[src/rtl/sub_bytes_seq_if.sv]
// -----------------------------------------------------------------------------
// sub_bytes_seq_if
// Handshake bundle for the iterative SubBytes stage.
//   in_valid / in_ready / in_state    : upstream state transfer (AddRoundKey side)
//   out_valid / out_ready / out_state : downstream result transfer (ShiftRows side)
//   busy                              : stage is working on or holding a block
// Modports:
//   master : the side that supplies states and consumes results
//   slave  : the sub_bytes_seq block itself
// -----------------------------------------------------------------------------
interface sub_bytes_seq_if;
    logic         in_valid;
    logic         in_ready;
    logic [127:0] in_state;
    logic         out_valid;
    logic         out_ready;
    logic [127:0] out_state;
    logic         busy;

    modport master (
        output in_valid,
        output in_state,
        output out_ready,
        input  in_ready,
        input  out_valid,
        input  out_state,
        input  busy
    );

    modport slave (
        input  in_valid,
        input  in_state,
        input  out_ready,
        output in_ready,
        output out_valid,
        output out_state,
        output busy
    );
endinterface

[src/rtl/sub_bytes_seq.sv]
// -----------------------------------------------------------------------------
// sub_bytes_seq
// Iterative AES SubBytes for a 128-bit round state. A state is accepted over
// the input handshake, BYTES_PER_CYCLE bytes are substituted per clock through
// that many s_box instances, and the result is offered on the output handshake.
//
// Parameters:
//   BYTES_PER_CYCLE : s_box instances / bytes per clock (1, 2, 4, 8 or 16)
// Ports:
//   clk   : system clock, rising edge
//   n_rst : synchronous active-low reset
//   bus   : sub_bytes_seq_if.slave (in_valid/in_ready/in_state,
//           out_valid/out_ready/out_state, busy)
// Byte order: AES byte i = state[127-8i -: 8], column-major (row i%4, col i/4).
// Build option:
//   SUB_BYTES_SHIFT_ROWS_EN : when defined, out_state is the ShiftRows
//   permutation of the result register (SubBytes followed by ShiftRows).
// -----------------------------------------------------------------------------

// FIPS-197 forward S-box, computed as multiplicative inverse in GF(2^8)
// (x^254, which also maps 0 to 0) followed by the affine transform.
module s_box (
    input  logic [7:0] in_byte,
    output logic [7:0] out_byte
);
    function automatic logic [7:0] gf_mul(input logic [7:0] a, input logic [7:0] b);
        logic [7:0] p;
        logic [7:0] aa;
        p  = 8'h00;
        aa = a;
        for (int i = 0; i < 8; i++) begin
            if (b[i]) p = p ^ aa;
            aa = {aa[6:0], 1'b0} ^ (aa[7] ? 8'h1b : 8'h00);
        end
        return p;
    endfunction

    logic [7:0] inv;
    logic [7:0] sq;

    always_comb begin
        inv = 8'h01;
        sq  = in_byte;
        // inv accumulates x^2 * x^4 * ... * x^128 = x^254
        for (int i = 1; i < 8; i++) begin
            sq  = gf_mul(sq, sq);
            inv = gf_mul(inv, sq);
        end
        out_byte = inv
                 ^ {inv[6:0], inv[7]}
                 ^ {inv[5:0], inv[7:6]}
                 ^ {inv[4:0], inv[7:5]}
                 ^ {inv[3:0], inv[7:4]}
                 ^ 8'h63;
    end
endmodule

module sub_bytes_seq #(
    parameter int BYTES_PER_CYCLE = 4
) (
    input  logic         clk,
    input  logic         n_rst,
    sub_bytes_seq_if.slave bus
);
    localparam int N_CHUNKS = 16 / BYTES_PER_CYCLE;
    // A single-chunk build still needs a one-bit counter to have a legal vector.
    localparam int CNT_W    = (N_CHUNKS > 1) ? $clog2(N_CHUNKS) : 1;

    generate
        if (!(BYTES_PER_CYCLE == 1 || BYTES_PER_CYCLE == 2 || BYTES_PER_CYCLE == 4 ||
              BYTES_PER_CYCLE == 8 || BYTES_PER_CYCLE == 16)) begin : g_bad_bpc
            $error("sub_bytes_seq: BYTES_PER_CYCLE must be 1, 2, 4, 8 or 16");
        end
    endgenerate

    typedef enum logic [1:0] {
        IDLE = 2'd0,
        SUB  = 2'd1,
        DONE = 2'd2
    } state_t;

    state_t             state_q, state_d;
    logic [CNT_W-1:0]   cnt_q, cnt_d;
    logic [127:0]       data_q, data_d;
    logic               in_ready_q, in_ready_d;
    logic               out_valid_q, out_valid_d;
    logic               busy_q, busy_d;

    logic [7:0]         byte_q   [16];
    logic [7:0]         sub_in   [BYTES_PER_CYCLE];
    logic [7:0]         sub_out  [BYTES_PER_CYCLE];
    logic [127:0]       sub_data;
    logic [3:0]         chunk_base;
    logic [127:0]       out_perm;

    // Byte view of the data register in AES byte order.
    generate
        for (genvar gi = 0; gi < 16; gi++) begin : g_bytes
            assign byte_q[gi] = data_q[127-8*gi -: 8];
        end
    endgenerate

    assign chunk_base = 4'(int'(cnt_q) * BYTES_PER_CYCLE);

    // Each s_box serves the same lane of every chunk; the counter selects the chunk.
    generate
        for (genvar gi = 0; gi < BYTES_PER_CYCLE; gi++) begin : g_sbox
            assign sub_in[gi] = byte_q[chunk_base + 4'(gi)];
            s_box u_s_box (
                .in_byte  (sub_in[gi]),
                .out_byte (sub_out[gi])
            );
        end
    endgenerate

    // Register image after this cycle's substitution: only the active chunk changes.
    generate
        for (genvar gi = 0; gi < 16; gi++) begin : g_merge
            assign sub_data[127-8*gi -: 8] = (CNT_W'(gi / BYTES_PER_CYCLE) == cnt_q)
                                           ? sub_out[gi % BYTES_PER_CYCLE]
                                           : byte_q[gi];
        end
    endgenerate

    always_comb begin
        state_d = state_q;
        cnt_d   = cnt_q;
        data_d  = data_q;
        case (state_q)
            IDLE: begin
                if (bus.in_valid && in_ready_q) begin
                    data_d  = bus.in_state;
                    cnt_d   = '0;
                    state_d = SUB;
                end
            end
            SUB: begin
                data_d = sub_data;
                if (cnt_q == CNT_W'(N_CHUNKS - 1)) begin
                    cnt_d   = '0;
                    state_d = DONE;
                end else begin
                    cnt_d = cnt_q + 1'b1;
                end
            end
            DONE: begin
                // The result stays in the register; it simply stops being offered.
                if (bus.out_ready) state_d = IDLE;
            end
            default: state_d = IDLE;
        endcase

        // Handshake outputs are registered images of the next state, so in_ready
        // only returns the cycle after the result has been taken.
        in_ready_d  = (state_d == IDLE);
        out_valid_d = (state_d == DONE);
        busy_d      = (state_d != IDLE);
    end

    always_ff @(posedge clk) begin
        if (!n_rst) begin
            state_q     <= IDLE;
            cnt_q       <= '0;
            data_q      <= '0;
            in_ready_q  <= 1'b1;
            out_valid_q <= 1'b0;
            busy_q      <= 1'b0;
        end else begin
            state_q     <= state_d;
            cnt_q       <= cnt_d;
            data_q      <= data_d;
            in_ready_q  <= in_ready_d;
            out_valid_q <= out_valid_d;
            busy_q      <= busy_d;
        end
    end

`ifdef SUB_BYTES_SHIFT_ROWS_EN
    // ShiftRows: output byte (r + 4c) takes result byte (r + 4*((c + r) mod 4)).
    generate
        for (genvar gi = 0; gi < 16; gi++) begin : g_shift_rows
            localparam int R = gi % 4;
            localparam int C = gi / 4;
            assign out_perm[127-8*gi -: 8] = data_q[127-8*(R + 4*((C + R) % 4)) -: 8];
        end
    endgenerate
`else
    assign out_perm = data_q;
`endif

    assign bus.out_state = out_perm;
    assign bus.in_ready  = in_ready_q;
    assign bus.out_valid = out_valid_q;
    assign bus.busy      = busy_q;
endmodule

[src/flat_wrapper.sv]
// flat-port wrapper written by rule: the top's interface ports become plain ports
module sub_bytes_seq_flat 
#(
    parameter int BYTES_PER_CYCLE = 4
)
  (clk, n_rst, bus_in_valid, bus_in_state, bus_out_ready, bus_in_ready, bus_out_valid, bus_out_state, bus_busy);
  sub_bytes_seq_if bus_i ();
  input  logic clk;
  input  logic n_rst;
  input wire logic [$bits(bus_i.in_valid)-1:0] bus_in_valid;
  input wire logic [$bits(bus_i.in_state)-1:0] bus_in_state;
  input wire logic [$bits(bus_i.out_ready)-1:0] bus_out_ready;
  output wire logic [$bits(bus_i.in_ready)-1:0] bus_in_ready;
  output wire logic [$bits(bus_i.out_valid)-1:0] bus_out_valid;
  output wire logic [$bits(bus_i.out_state)-1:0] bus_out_state;
  output wire logic [$bits(bus_i.busy)-1:0] bus_busy;
  assign bus_i.in_valid = bus_in_valid;
  assign bus_i.in_state = bus_in_state;
  assign bus_i.out_ready = bus_out_ready;
  assign bus_in_ready = bus_i.in_ready;
  assign bus_out_valid = bus_i.out_valid;
  assign bus_out_state = bus_i.out_state;
  assign bus_busy = bus_i.busy;
  sub_bytes_seq #(.BYTES_PER_CYCLE(BYTES_PER_CYCLE)) u_core (.clk(clk), .n_rst(n_rst), .bus(bus_i));
endmodule
[config.mk]
export PLATFORM = sky130hd
export DESIGN_NAME = sub_bytes_seq_flat
export DESIGN_NICKNAME = d
export VERILOG_FILES = /design/src/rtl/sub_bytes_seq_if.sv /design/src/rtl/sub_bytes_seq.sv /design/src/flat_wrapper.sv
export SDC_FILE = /design/constraint.sdc
export NUM_CORES = 2
export LEC_CHECK = 0
export CORE_ASPECT_RATIO = 1.5
export CORE_MARGIN = 1
export CORE_UTILIZATION = 40
export CTS_BUF_LIST = sky130_fd_sc_hd__clkbuf_2
export CTS_CLUSTER_SIZE = 12
export DETAILED_ROUTE_END_ITERATION = 7
export PLACE_DENSITY_LB_ADDON = 0.25
export SYNTH_ARGS = -nofsm -noshare
export SYNTH_HDL_FRONTEND = slang
export SYNTH_HIERARCHICAL = 1
export SYNTH_SLANG_ARGS = --single-unit
[constraint.sdc]
create_clock -name clk -period 22.9 [get_ports clk]
set_clock_uncertainty 0.2 [all_clocks]
set_input_delay 5.725 -clock clk [delete_from_list [all_inputs] [get_ports clk]]
set_output_delay 5.725 -clock clk [all_outputs]
set_load 0.05 [all_outputs]
---- Word level (Yosys, flattened, before mapping) ----
Cells that the tools add are included.
word-level totals
  bits in registers ....................... 135
  input bits .............................. 132
  output and inout bits ................... 131
  logic and storage cells ................. 1,669
cells by class
  add/subtract/negate cells ............... 4
  magnitude comparators ................... 4
  equality and inequality tests ........... 12
  mux-type cells .......................... 849
  bitwise logic cells ..................... 780
  reductions and logical operators ........ 11
operators with widths
  kind                                           number
  2-to-1 mux 8 bit                               444
  XOR 8 bit                                      380
  XOR 8 x 5 -> 8 bit                             364
  2-to-1 mux 5 bit                               368
  one-hot mux 128 bit (2 select lines)           1
  binary-select mux 8 bit (select 4 bit)         4
  2-to-1 mux 128 bit                             1
  2-to-1 mux 7 bit                               4
  inverter 1 bit, first input constant           28
  2-to-1 mux 6 bit                               4
  >= comparator 5 bit, second input constant     4
  inverter 4 -> 5 bit                            4
  2-to-1 mux 2 bit                               9
  2-to-1 mux 4 bit                               4
  inverter 4 bit                                 4
  2-to-1 mux 3 bit                               4
  AND reduction 3 bit                            4
  != test 2 x 1 -> 1 bit, second input constant  5
  adder 4 x 2 -> 4 bit, second input constant    2
  equality test 2 bit, second input constant     3
  zero test 2 bit                                3
  one-hot mux 2 bit (3 select lines)             1
  adder 4 x 1 -> 4 bit, second input constant    1
  equality test 2 bit, first input constant      2
  8 further kinds                                12

---- Longest topological paths before layout ----
  word-level depth ........................ 139
  mapped depth ............................ 64
  mapped depth without buffers ............ 53

---- Hierarchy ----
The synthesis kept the hierarchy.
modules (own cells, without submodules)
  module         instances  cells each  area each (µm²)  seq. area each (µm²)
  s_box          4          1,942       15,220.8         0.0
  sub_bytes_seq  1          697         7,150.6          2,702.6

---- Worst setup path after synthesis ----
Ideal clock, no wire load.
  kind .................................... flip-flop to flip-flop
  start ................................... register u_core.cnt_q[1]
  end ..................................... register u_core.data_q[11], in the netlist u_core/bus.out_state[11]
  library setup time ...................... 122 ps
  arrival ................................. 15,756 ps
  required time ........................... 22,578 ps
  setup slack ............................. 6,822 ps
  cell stages (with the launch flop) ...... 60
  buffers on the path ..................... 7
  period minus slack after synthesis ...... 16,078 ps
  path through ............................ dfxtp_1 > buf_2 > buf_2 > mux4_2 > ha_1 > nand2_1 > xor2_1 > inv_2 > buf_1 > clkbuf_1 > ha_1 > buf_1 > nand2_1 > xor2_1 > xnor2_1 > clkinv_1 > buf_1 > ha_1 > [... 24 more ...] > nand2_1 > mux2_2 > a32oi_1 > nand3_1 > a311o_1 > o211ai_2 > o21ai_1 > xnor2_4 > xnor3_1 > xnor2_1 > mux2i_1 > a21oi_1 > xnor3_1 > xnor3_2 > xnor3_1 > xor3_1 > and2_1 > o311a_1
RTL lines
  item                    RTL line              source
  from (decl)             sub_bytes_seq.sv:83   logic [CNT_W-1:0] cnt_q, cnt_d;
  from (signal assigned)  sub_bytes_seq.sv:170  cnt_q <= cnt_d;
  to (signal assigned)    sub_bytes_seq.sv:171  data_q <= data_d;
  to (decl)               sub_bytes_seq.sv:84   logic [127:0] data_q, data_d;

==> summary.txt <==
Run status
  – Outcome: finished, final reports clean

Floorplan
  – Chip Height: 507 um
  – Core area: 0.169 mm2
  – Initial Utilization: 40.2%
  – # rows: 185
  – Ports: 263
  – Die ar.: 0.172 mm2
  – Die Wd: 339 um

Placed design
  – GPL Wtd Cong: 0.929
  – Dpl cells: 10.6k
  – Number of port buffers: 262
  – Post-DP HPWL: 162000 um

GRT
  – First-pass GRT wire length: 345000 um
  – All-Layer GR Usage: 24.5%
  – Grt ovf: 0
  – Met1 Use GR: 29.9%
  – Vias in the first global route: 61.1k
  – GR peak layer: met2
  – Met3 usage in global routing: 2.73%
  – Met2 usage: 44.4%
  – Largest net degree at the start of global routing: 89
  – Initial antenna violation count: 17

Clock tree
  – Clock Latency Late Sink: 0.93 ns
  – CTS max path bufs: 2
  – H-tree depth: 4
  – CTS root buffer: clkbuf_2
  – CTS Hold Bufs: 0
  – # clock sinks: 135
  – CTS clock-pin slew for the worst setup and hold paths: 0.26 ns
  – Post-CTS Setup Bufs: 0
  – Cts bufs inserted: 17
  – Resized cells post-CTS: 0
  – CTS tree: yes

Cells and area
  – Reg area: 0.00271 mm2
  – Fillers: 16.8k
  – Most frequent cells in the layout: xnor2_1, nor2_1, nand2_1
  – Nets: 8542
  – Multi-input gate area in the final layout: 0.0624 mm2
  – Final Core Density: 43.2%
  – Fraction of layout cells with a size suffix above 1: 11.4%
  – Synth-to-Final Area Change: 7.33%
  – Final non-filler cell total: 10.6k
  – Most common cell after layout, fill and taps aside: xnor2_1

Route
  – First DRT Iteration DRCs: 5142
  – DRC viols: 0
  – Drt pass-1 iters: 6
  – Final WL: 220000 um
  – DR WL/cell: 20.6 um
  – Avg Vias per Cell: 5.89
  – DRT antenna net count: 0
  – DR vias: 62.6k

STA
  – Fmax: 0.0491 GHz
  – Final setup fails: 0
  – Slew @ Worst Pin: 1.30 ns
  – Hold violation total from the final report: 0
  – Final hold slack: 0.363 ns
  – Slew HR: 12.6%
  – Final Critical Period: 20.35 ns
  – RSZ-0062 raised after global routing: false
  – Setup TNS: 0 ns
  – Fin. max-slew vios: 0
  – Final Cycle Share: 88.9%

Synthesis
  – Synth Flop Type: dfxtp_1
  – Post-synth net total: 8629
  – Avg Synthesized Cell Area: 8.04 um2
  – Post-synth EDFFs: 0
  – #FFs+latches synth: 135
  – Unique masters post-synth: 116
  – Post-synth design cell area: 0.0680 mm2
  – Sequential share of the synthesized area: 3.97%
  – Ys Warns: 6
  – Syn Inst Count: 8465
  – Async set or reset register ratio after synthesis: 0%

Setup path
  – CP Launch Type: register
  – Arrival time at the worst endpoint: 20.99 ns
  – Setup CP Type: register to register
  – Worst setup EP type: register
  – Worst-path fanout max: 24
  – Data required, critical path: 23.53 ns
  – CP max stage cell: xor2_1
  – Peak per-stage delay on the critical path: 0.91 ns

Job
  – Total of max-cap violations: 0

Worst hold path
  – Hold crit path type: register to register
[through the flow]
stage	worst slack, ns	area, um2
finish	2.55	73000
global route	1.56	73000
CTS	2.76	73000
detailed placement	2.87	72800
global placement	3.04	72800
floorplan	6.82	68000
[layer usage]
layer / wire, um / share of wire, %
met2: 110000 / 50
met3: 13100 / 6.0
met5: 7 / 0.0032
met1: 89900 / 41
met4: 6980 / 3.2
[sequential cells by signal (all words and copies together) (netlist names)]
signal                cells
u_core/bus.busy           1
u_core/bus.out_valid      1
u_core/bus.out_state    128
u_core/bus.in_ready       1
u_core/state_q            2
u_core/cnt_q              2
[synth_stat cells, drive strengths merged (185+ instances only)]
| library cell | number | area, um2 |
|---|---|---|
| a21oi | 313 | 1630 |
| buf | 301 | 1870 |
| clkbuf | 316 | 1190 |
| mux2i | 240 | 2500 |
| nand2 | 803 | 3020 |
| nand3 | 185 | 926 |
| nor2 | 1110 | 4250 |
| nor2b | 208 | 1310 |
| nor3 | 220 | 1190 |
| o21ai | 303 | 1560 |
| xnor2 | 1612 | 16300 |
| xnor3 | 400 | 9060 |
| xor2 | 420 | 4340 |
[cell families (layout without fill, tap and decap cells)]
| kind of cell | Yosys count | in the layout | share of synthesized area [%] |
|---|---|---|---|
| AND/OR/NAND/NOR | 3162 | 3162 | 22.0 |
| XOR/XNOR | 2492 | 2492 | 45.7 |
| AO/OA/AOI/OAI | 1612 | 1612 | 17.1 |
| buffers and inverters | 703 | 629 | 4.97 |
| multiplexers | 325 | 325 | 5.61 |
| flip-flops | 135 | 135 | 3.97 |
| adder cells (fa/ha/maj) | 36 | 36 | 0.647 |
| other | 0 | 4 | 0 |
[area by class of cell]
class	count	area share [%]
Inverter	86	0.442
Timing Repair Buffer	511	6.15
Clock inverter	13	0.211
Tap cell	2244	3.84
Multi-Input combinational cell	7627	85.5
Antenna cell	4	0.0137
Sequential cell	135	3.71
Clock buffer	19	0.130
[worst max-delay path: cells and delay by family, from the launching register on]
kind                       cells  cell delay, ns
xor gates and xnor gates      12            5.43
AOI/OAI and AO/OA             16            4.62
and+or+nand+nor               14            3.85
buffers and inverters          6            2.19
adders and majority gates      3            1.75
muxes                          3            1.27
DFF                            1            0.85
[worst paths after layout]
check / slack (ns) / depth (start not counted) / startpoint / end
hold / removal: 0.36 / 3 / u_core/bus.in_ready / u_core/state_q[0]
hold reg to reg: 0.36 / 3 / u_core/bus.in_ready / u_core/state_q[0]
setup / recovery: 2.55 / 54 / u_core/cnt_q[0] / u_core/bus.out_state[4]
setup reg to reg: 2.55 / 54 / u_core/cnt_q[0] / u_core/bus.out_state[4]
Power is left out: the tool's default activity adds up to more than one toggle a clock period on the data nets, which glitch-free logic cannot reach.
